$ cat src/rtl/alu_instr_sequencer.sv
// Instruction FIFO plus READ/WRITE issue engine driving an ALU_RegFile datapath.
// Optional retirement counter port enabled by defining ALU_SEQ_PERF_CNT_EN.
module alu_instr_sequencer #(
  parameter int DEPTH = 4,
  parameter int AW    = 2
) (
  input  logic        clk,
  input  logic        rst_n,
  input  logic        instr_valid,
  input  logic [10:0] instr_data,
  output logic        instr_ready,
  output logic [2:0]  read_reg1,
  output logic [2:0]  read_reg2,
  output logic [2:0]  write_reg,
  output logic [1:0]  opcode,
  output logic        reg_write,
  input  logic [7:0]  alu_result,
  output logic        result_valid,
  output logic [7:0]  result_data,
  output logic [2:0]  result_rd,
  output logic        busy
`ifdef ALU_SEQ_PERF_CNT_EN
  ,
  output logic [15:0] retired_cnt
`endif
);

  typedef enum logic [1:0] {IDLE, READ, WRITE} state_t;

  localparam logic [AW:0] FULL_COUNT = (AW + 1)'(DEPTH);

  state_t       state;
  logic [10:0]  mem [DEPTH];
  logic [AW-1:0] wr_ptr;
  logic [AW-1:0] rd_ptr;
  logic [AW:0]  count;
  logic         push;
  logic         pop;
  logic [10:0]  head;

  assign instr_ready = (count != FULL_COUNT);
  assign push        = instr_valid && instr_ready;
  // The head is consumed on every edge that enters READ, i.e. from IDLE or WRITE.
  assign pop         = (state != READ) && (count != '0);
  assign head        = mem[rd_ptr];
  assign busy        = (state != IDLE) || (count != '0);

  // NOTE: storage array is deliberately not reset; occupancy is tracked by count.
  always_ff @(posedge clk) begin
    if (push) mem[wr_ptr] <= instr_data;
  end

  // NOTE: sequential state uses non-blocking assignments so every register
  // samples pre-edge values regardless of block ordering.
  always_ff @(posedge clk or negedge rst_n) begin
    if (!rst_n) begin
      wr_ptr <= '0;
      rd_ptr <= '0;
      count  <= '0;
    end else begin
      if (push) wr_ptr <= wr_ptr + AW'(1);
      if (pop)  rd_ptr <= rd_ptr + AW'(1);
      case ({push, pop})
        2'b10:   count <= count + (AW + 1)'(1);
        2'b01:   count <= count - (AW + 1)'(1);
        default: count <= count;
      endcase
    end
  end

  always_ff @(posedge clk or negedge rst_n) begin
    if (!rst_n) begin
      state        <= IDLE;
      read_reg1    <= '0;
      read_reg2    <= '0;
      write_reg    <= '0;
      opcode       <= '0;
      reg_write    <= 1'b0;
      result_valid <= 1'b0;
      result_data  <= '0;
      result_rd    <= '0;
    end else begin
      result_valid <= 1'b0;
      case (state)
        IDLE: begin
          if (pop) begin
            state     <= READ;
            opcode    <= head[10:9];
            write_reg <= head[8:6];
            read_reg1 <= head[5:3];
            read_reg2 <= head[2:0];
          end
        end
        READ: begin
          state     <= WRITE;
          reg_write <= 1'b1;
        end
        WRITE: begin
          reg_write    <= 1'b0;
          result_data  <= alu_result;
          result_rd    <= write_reg;
          result_valid <= 1'b1;
          if (pop) begin
            state     <= READ;
            opcode    <= head[10:9];
            write_reg <= head[8:6];
            read_reg1 <= head[5:3];
            read_reg2 <= head[2:0];
          end else begin
            state <= IDLE;
          end
        end
        default: state <= IDLE;
      endcase
    end
  end

`ifdef ALU_SEQ_PERF_CNT_EN
  always_ff @(posedge clk or negedge rst_n) begin
    if (!rst_n)              retired_cnt <= '0;
    else if (state == WRITE) retired_cnt <= retired_cnt + 16'd1;
  end
`endif

endmodule

$ cat config.mk
export PLATFORM = sky130hd
export DESIGN_NAME = alu_instr_sequencer
export DESIGN_NICKNAME = d
export VERILOG_FILES = /design/src/rtl/alu_instr_sequencer.sv
export SDC_FILE = /design/constraint.sdc
export NUM_CORES = 1
export LEC_CHECK = 0
export BUFFER_PORTS_ARGS = -buffer_cell sky130_fd_sc_hd__buf_2
export CORE_AREA = 2 2 79 81
export CTS_BUF_LIST = sky130_fd_sc_hd__clkbuf_4 sky130_fd_sc_hd__clkbuf_8 sky130_fd_sc_hd__clkbuf_16
export DETAILED_ROUTE_END_ITERATION = 7
export DIE_AREA = 0 0 81 83
export PLACE_DENSITY_LB_ADDON = 0.15
export REMOVE_ABC_BUFFERS = 1
export SLEW_MARGIN = 20
export SYNTH_ARGS = -nofsm -noshare
export SYNTH_HDL_FRONTEND = slang
export SYNTH_SLANG_ARGS = --single-unit
$ cat constraint.sdc
create_clock -name clk -period 2.3 [get_ports clk]
set_input_delay 0.46 -clock clk [delete_from_list [all_inputs] [get_ports clk]]
set_output_delay 0.46 -clock clk [all_outputs]
set_load 0.01 [all_outputs]
---- Word level (Yosys, flattened, before mapping) ----
Memory sizes are Yosys's and may differ from the RTL's. A register that Yosys moved wholly into a read port is not among the register bits.
Cells that the tools add are included.
storage, ports and cells
  register bits after elaboration ......... 22
  memory bits (writable) .................. 44
  input port bits ......................... 22
  output and inout bits ................... 26
  logic and storage cells ................. 39
  memories ................................ 1
operators by class
  $add $sub $neg .......................... 4
  equality and inequality tests ........... 7
  muxes and demuxes ....................... 8
  reduce and logical (&&, ||, !) cells .... 11
memories
  name  depth  width  read ports  clocked after memory_dff  wr ports  line  RTL
  mem   4      11     1           1                         1         33    logic [10:0] mem [DEPTH];
operator list
  kind                                              number
  case mux 2 bit (3 select lines)                   1
  case mux 3 bit (2 select lines)                   1
  nonzero test 2 bit                                3
  adder 2 x 1 -> 2 bit, second input constant       2
  == test 2 x 1 -> 1 bit, second input constant     2
  == test 2 bit, second input constant              2
  two-way mux 1 bit                                 4
  adder 3 x 1 -> 3 bit, second input constant       1
  != test 3 bit, second input constant              1
  nonzero test 3 bit                                1
  subtractor 3 x 1 -> 3 bit, second input constant  1
  logical AND 1 bit                                 2
  zero test 2 bit                                   1
  two-way mux 2 bit                                 1
  != test 2 x 1 -> 1 bit, second input constant     1
  != test 2 bit, second input constant              1
  case mux 1 bit (2 select lines)                   1
  AND reduction 2 bit                               1
  OR reduction 2 bit                                1
  zero test 1 bit                                   1
  logical OR 1 bit                                  1

---- Longest topological paths before layout ----
Gate-level depths: netlist (run 1).
  depth after elaboration ................. 4
  mapped depth ............................ 9
  mapped depth without buffers ............ 9

---- Worst setup path after synthesis (run 1) ----
Ideal clock, no wire load.
  kind .................................... reg-to-reg
  start point ............................. reg count[0]
  end point ............................... reg count[2]
  setup time .............................. 0.079 ns
  arrival time ............................ 2.005 ns
  required time ........................... 2.221 ns
  setup slack ............................. 0.216 ns
  cell stages (with the launch flop) ...... 10
  path buffers ............................ 0
  period minus slack after synthesis ...... 2.084 ns
  cell sequence ........................... dfrtp_1 -> or3b_4 -> and2_4 -> inv_1 -> ha_1 -> inv_1 -> fa_1 -> xor2_1 -> nor2_1 -> xor2_1
between the ends
  longest elaborated chain between the ends .. 4
  elaborated cells between the ends (all ways) .. 10
  those cells by class .................... add/sub (2); eq/ne (3); mux (1); reduce/logical (4)
ends and longest elaborated chain
  what                                                                          line  RTL
  start: declaration                                                            36    logic [AW:0] count;
  start signal: assignment                                                      64    2'b10: count <= count + (AW + 1)'(1);
  start signal: assignment                                                      65    2'b01: count <= count - (AW + 1)'(1);
  start signal: assignment                                                      66    default: count <= count;
  != test 3 bit *                                                               41    assign instr_ready = (count != FULL_COUNT);
  via instr_ready                                                               11    output logic instr_ready,
  logical AND 1 bit *                                                           42    assign push = instr_valid && instr_ready;
  == test 2 x 1 -> 1 bit / == test 2 bit (equally long branches)                63    case ({push, pop})
  case mux 3 bit (2 select lines) / nonzero test 2 bit (equally long branches)  --
The timed path passes the listed nets; every way through them passes the cells marked *.
A chain may end at the register's enable or synchronous reset.

---- Final worst setup path (run 1) ----
  start point ............................. reg count[0]
  end point ............................... reg count[2]
between the ends
  longest elaborated chain between the ends .. 4
  elaborated cells between the ends (all ways) .. 10
  those cells by class .................... add/sub (2); eq/ne (3); mux (1); reduce/logical (4)
ends and longest elaborated chain
  what                                                                          line
  != test 3 bit / nonzero test 3 bit (equally long branches)                    41, 44
  logical AND 1 bit, on equally long branches                                   42, 44
  == test 2 x 1 -> 1 bit / == test 2 bit (equally long branches)                63
  case mux 3 bit (2 select lines) / nonzero test 2 bit (equally long branches)  --
Several ways; a longest one is shown, not always the timed one.

==> results.md, run 1 <==
- Worst Tran Pin Value: 0.7532 ns
- Design area: 3643 µm²
- CTS tree: yes
- Slew Viols, Final: 0
- Global-route wire length before repair: 8169 µm
- Hold WC Path Type: in -> async
- Clock root cell: clkbuf_8
- Crit Path Category: reg -> reg
- Min Tclk post-route: 2.192 ns
- Vias in the first global route: 1,676
- Layout cells sized above 1: 46.19%
- Hold_buf cts: 0
- Routed WL: 5035 µm
- # DRC: 0
- Post-synth ARST share: 42.86%
- # Max-Cap Violations: 0
- GRT met1 Usage: 20.75%
- Max FFs per register: 44
- Worst Setup End Kind: flop
- EDFF count, synth: 44
- Drt first pass iters: 4
- Clock sinks: 77
- Regs by FF count: mem: 44 flops, result_data: 8 flops
- Die Y-Extent: 83 µm
- Flop2flop setup slack: 0.11 ns
- Synthesized area: 3095 µm²
- # fillers: 432
- Busiest layer in global routing: met2
- Final WS setup: 0.1082 ns
- Avg Cell Area, Syn: 19.47 µm²
- Pwr per Cell Area: 1424 nW/µm²
- Pre-CTS WS: 0.09298 ns
- I/O Pins: 48
- Area post-placement: 3417 µm²
- Final Wtd Congestion: 0.7347
- Antenna Violating Nets Remaining: 0
- Dpl hpwl: 3380 µm
- Worst vdd ir: 0.7233 mV
- Worst r2r src: count[0]$_DFFE_PN0P_
- Buffers on Ports: 47
- R2R cell count: 9
- Grt ovf: 0
- Cts bufs inserted: 9
- DR WL/cell: 16.90 µm
- Outcome: finished clean
- Final TNS setup: 0 ns
- Die width: 81 µm
- Slew Limit Headroom: 49.78%
- Synth top area share: 42.68%
- Via density: 5.238
- Mapped Cells: 159
- GRT met3 Usage: 5.217%
- Largest Register: mem
- Unrepaired setup endpoints after global routing: no
- Setup Skew: 0.007336 ns
- Antenna Cells: 0
- H-Tree Depth: 3
- Synth unique cells: 26
- Startpoint types: flop
- Core area: 5816 µm²
- Crit-path max FO: 4
- FP Rows: 28
- Period Utilization, post-route: 95.30%
- Hold WS: 0.1841 ns
- Skew-Pair Late Insertion Delay: 0.34 ns
- Area Overhead vs Synth: 17.70%
- CTS Buffer Depth: 2
- Sequential share of the synthesized area: 69.36%
- Ys Warns: 0
- Final setup violation count: 0
- Initial antenna violation count: 0
- Commonest cells in the netlist: 44 x edfxtp_1, 33 x dfrtp_1, 13 x mux2_2, 11 x mux2_4, 10 x inv_1
- Top-count cell post-synth: edfxtp_1
- CP Data Required Time: 2.56 ns
- Leading area contributor after synthesis: edfxtp_1
- Seq cells post-synth: 77
- GRT met2 Usage: 27.50%
- Crit path DAT: 2.45 ns
- Vias: 1,561
- DRT iter0 DRCs: 118
- Leak Pwr: 1.516 nW
- Fmax: 456.2 MHz
- Clock-pin slew on the worst setup and hold paths: 0.07 ns
- Final-stage net count: 250
- Ys flop type: edfxtp_1
- Final Hold Vio Count: 0
- Pwr Total: 0.005188 W
- Die area: 6723 µm²
- Largest cells by area after synthesis: edfxtp_1 43%, dfrtp_1 27%, mux4_2 5.8%, mux2_4 5.3%, mux2_2 4.7%
- Gr usage total: 16.81%
- Pin count of the biggest net entering global routing: 34
- Reg2reg end: count[2]$_DFFE_PN0P_
- Initial core utilization: 53.23%
power by group:
group | switching, W | internal, W | leakage, nW
Clock | 0.000451 | 0.000612 | 0.109
Combinational | 0.000841 | 0.00106 | 0.618
Sequential | 0.000281 | 0.00195 | 0.789
Total | 0.00157 | 0.00362 | 1.52
layout by cell type (no fill, tap or decap), drive strengths merged, types with 2 or more instances in the layout:
cell / n
buf: 52
edfxtp: 44
dfrtp: 33
mux2: 24
mux4: 11
inv: 10
clkbuf: 10
ha: 9
and3: 4
xor2: 4
clkinv: 4
nor2: 2
xnor2: 2
a21oi: 2
bufinv: 2
how the worst max path moves through the flow:
stage	from	end	slack, ns
3_3_place_gp	count[0]$_DFFE_PN0P_	count[2]$_DFFE_PN0P_	0.20
5_1_grt	count[0]$_DFFE_PN0P_	count[2]$_DFFE_PN0P_	0.01
4_1_cts	count[0]$_DFFE_PN0P_	count[2]$_DFFE_PN0P_	0.06
2_1_floorplan	state[0]$_DFFE_PN0P_	read_reg2[2]$_DFFE_PN0P_	-0.04
3_5_place_dp	count[0]$_DFFE_PN0P_	count[2]$_DFFE_PN0P_	0.09
6_report	count[0]$_DFFE_PN0P_	count[2]$_DFFE_PN0P_	0.11
critical path: stages, from the launching register on:
cell	delay [ns]
dfrtp_1	0.42
or3b_4	0.42
and2_4	0.19
inv_1	0.06
ha_2	0.19
inv_1	0.05
fa_1	0.38
xor2_1	0.15
nor2_1	0.11
xor2_1	0.16
what timing repair did:
item / CTS / global route
buffers inserted: 0 / 2
resized for setup: 0 / 1
setup endpoints to repair: 0 / 1
area by class of cell:
class	count	area [µm²]	area share, %
Clock buffer	10	131.4	3.606
Clock inverter	6	77.57	2.129
Inverter	10	37.54	1.030
Multi-Input combinational cell	68	883.3	24.24
Sequential cell	77	2147	58.93
Tap cell	75	93.84	2.576
Timing Repair Buffer	52	272.8	7.486
cell families after synthesis:
| family | count (synthesis) | share of synthesized area [%] |
|---|---|---|
| compound gates | 5 | 1.334 |
| flops | 77 | 69.36 |
| mux | 36 | 18.76 |
| xor+xnor | 6 | 1.698 |
| fa+ha+maj | 10 | 4.285 |
| simple gates | 11 | 2.385 |
| buf+inv | 14 | 2.183 |
per-layer routing:
metal | part of all wire [%] | wire [µm] | vias to the layer above
met4 | 1.9 | 95 | 0
met2 | 51 | 2581 | 36
li1 | - | - | 715
met5 | 0 | 0 | -
met1 | 42 | 2139 | 799
met3 | 4.3 | 219 | 11
per-stage QoR:
step	instances	utilization [%]
final	298	62.65
after global routing	298	62.65
after CTS	296	62.35
after detailed placement	280	58.76
after global placement	280	58.76
after floorplan	155	-
(Power assumes the default switching activity.)
==> run 2: changes to the inputs <==
--- a/config.mk
+++ b/config.mk
@@ -11,6 +11,7 @@
 export DETAILED_ROUTE_END_ITERATION = 7
 export DIE_AREA = 0 0 81 83
 export PLACE_DENSITY_LB_ADDON = 0.15
+export RECOVER_POWER = 50
 export REMOVE_ABC_BUFFERS = 1
 export SLEW_MARGIN = 20
 export SYNTH_ARGS = -nofsm -noshare
==> constraint.sdc (replaced) <==
create_clock -name clk -period 2.3 [get_ports clk]
set_input_delay 0.23 -clock clk [delete_from_list [all_inputs] [get_ports clk]]
set_output_delay 0.23 -clock clk [all_outputs]
set_load 0.005 [all_outputs]
==> run 2 against run 1 <==
Against the previous run: sequential power barely moved; maximum frequency fell by 0.53%; sequential share of layout area rose by 0.92 points; final area fell by 1.5%; routed wire length fell by 0.99%; register-to-register slack barely moved; critical path depth did not move; clock skew fell by 0.0011 ns; first-iteration DRC count fell by 15%; power fell by 4.8%; highest routed layer unchanged.
==> results.md, run 2 (synthesis gave the netlist of run 1 again) <==
- Commonest non-fill, non-tap cell in the layout: edfxtp_1
- Hold_buf cts: 1
- Dpl cells: 280
- Clock sinks: 77
- Max FFs per register: 44
- Core area: 5816 µm²
- Initial antenna violation count: 0
- Gate power share: 35.2%
- Antenna Violating Nets Remaining: 0
- Routed WL: 4985 µm
- Vias in the first global route: 1,626
- Reg area: 2147 µm²
- Clk pwr share: 19.8%
- # DRC: 0
- Hold path startpoint: alu_result[6]
- Final setup violation count: 0
- Min Tclk post-route: 2.204 ns
- R2R cell count: 9
- Regs by FF count: mem: 44 flops, result_data: 8 flops
- Slew Limit Headroom: 42.81%
- Worst Tran Pin Value: 0.8579 ns
- Clock root cell: clkbuf_8
- CP Data Required Time: 2.57 ns
- Grt ovf: 0
- Fmax: 453.8 MHz
- Layout cells sized above 1: 35.14%
- Unrepaired setup endpoints after global routing: no
- Pwr Total: 0.004938 W
- Cts bufs inserted: 9
- Period Utilization, post-route: 95.81%
- Area Overhead vs Synth: 15.89%
- Worst vdd ir: 0.9020 mV
- Flop2flop setup slack: 0.1 ns
- Via density: 5.152
- Crit-path max FO: 6
- Design area: 3587 µm²
- H-Tree Depth: 3
- Post-CTS setup buffer count: 0
- Drt first pass iters: 4
- Outcome: finished clean
- Startpoint types: flop
- Sw frac: 29.91%
- Pwr per Cell Area: 1376 nW/µm²
- FP Rows: 28
- Final-stage net count: 249
- Antenna Cells: 0
- Cell Int Power: 0.003461 W
- CTS tree: yes
- Multi-input logic area: 880.8 µm²
- Dpl hpwl: 3279 µm
- Hold Path Stages: 2
- Gr usage total: 16.43%
- Die Y-Extent: 83 µm
- Area post-placement: 3417 µm²
- Pin count of the biggest net entering global routing: 34
- Clock-pin slew on the worst setup and hold paths: 0.07 ns
- Skew-Pair Late Insertion Delay: 0.34 ns
- Most frequent cells in the layout: 44 x edfxtp_1, 33 x dfrtp_1, 25 x buf_2, 22 x clkbuf_1, 13 x mux2_2
- Initial core utilization: 53.23%
- DR WL/cell: 16.78 µm
- Die area: 6723 µm²
- Non-Filler Instances: 297
- Vias: 1,530
- Global-route wire length before repair: 7907 µm
- Crit path DAT: 2.47 ns
- Largest Register: mem
- Worst Setup End Kind: flop
- WHS Endpoint: result_data[6]$_DFFE_PN0P_
- Leak Pwr: 1.441 nW
- Reg2reg end: count[2]$_DFFE_PN0P_
- I/O Pins: 48
- CTS Buffer Depth: 2
- Final Hold Vio Count: 0
- Crit Path Category: reg -> reg
- Die width: 81 µm
- Setup Skew: 0.006267 ns
- Buffers on Ports: 47
- Net Switching: 0.001477 W
- # Max-Cap Violations: 0
- Final Wtd Congestion: 0.7332
- Flop pwr share: 45.1%
- DRT iter0 DRCs: 100
- Hold WC Path Type: in -> reg
- # fillers: 450
- Post_cts resized: 0
- Slew Viols, Final: 0
- Worst r2r src: count[0]$_DFFE_PN0P_
run 2: worst max-delay path by stage:
stage | startpoint | endpoint | slack [ns] | depth (start not counted)
floorplan | state[0]$_DFFE_PN0P_ | read_reg2[2]$_DFFE_PN0P_ | -0.04 | 5
global placement | count[0]$_DFFE_PN0P_ | count[2]$_DFFE_PN0P_ | 0.19 | 9
detailed placement | count[0]$_DFFE_PN0P_ | count[2]$_DFFE_PN0P_ | 0.12 | 9
CTS | count[0]$_DFFE_PN0P_ | count[2]$_DFFE_PN0P_ | 0.1 | 9
global route | count[0]$_DFFE_PN0P_ | count[2]$_DFFE_PN0P_ | 0.02 | 9
finish | count[0]$_DFFE_PN0P_ | count[2]$_DFFE_PN0P_ | 0.1 | 9
run 2: worst max-delay path: stages, from the launching register on:
cell and delay (ns):
dfrtp_1 0.43, or3b_4 0.42, and2_4 0.19, inv_1 0.05, ha_1 0.17, inv_1 0.06, fa_1 0.38, xor2_1 0.15
nor2_1 0.14, xor2_1 0.15
run 2: area by class of cell:
| type | instances | share of cell area [%] |
|---|---|---|
| clock buffers | 11 | 3.872 |
| clock inverters | 5 | 1.430 |
| inverters | 10 | 1.046 |
| multi-input cells | 68 | 24.56 |
| flip-flops and latches | 77 | 59.85 |
| well taps | 75 | 2.616 |
| repair buffers | 51 | 6.627 |
run 2: per-stage QoR:
stage                     hold WS (ns)  utilization, %  setup TNS, ns  setup slack, ns
after floorplan               -0.06559               -       -0.04219         -0.04219
after global placement          0.3302           58.76              0           0.1928
after detailed placement        0.3538           58.76              0           0.1153
after CTS                      0.08811           62.20              0          0.09909
after global routing           0.09139           61.68              0          0.01783
final                           0.1216           61.68              0          0.09648
run 2: power groups by stage:
stage | Clock [W] | Combinational, W | Sequential [W]
floorplan | 0 | 0.00123 | 0.00223
global placement | 0 | 0.00174 | 0.00222
detailed placement | 0 | 0.00179 | 0.00226
CTS | 0.00100 | 0.00180 | 0.00223
global route | 0.00107 | 0.00192 | 0.00228
finish | 0.000976 | 0.00174 | 0.00222
run 2: per-layer routing:
| metal | global-route usage [%] | share of wire, % |
|---|---|---|
| met5 | 0 | 0 |
| met4 | 7.396 | 1.3 |
| met3 | 5.652 | 4.1 |
| met2 | 26.60 | 52 |
| met1 | 19.63 | 42 |
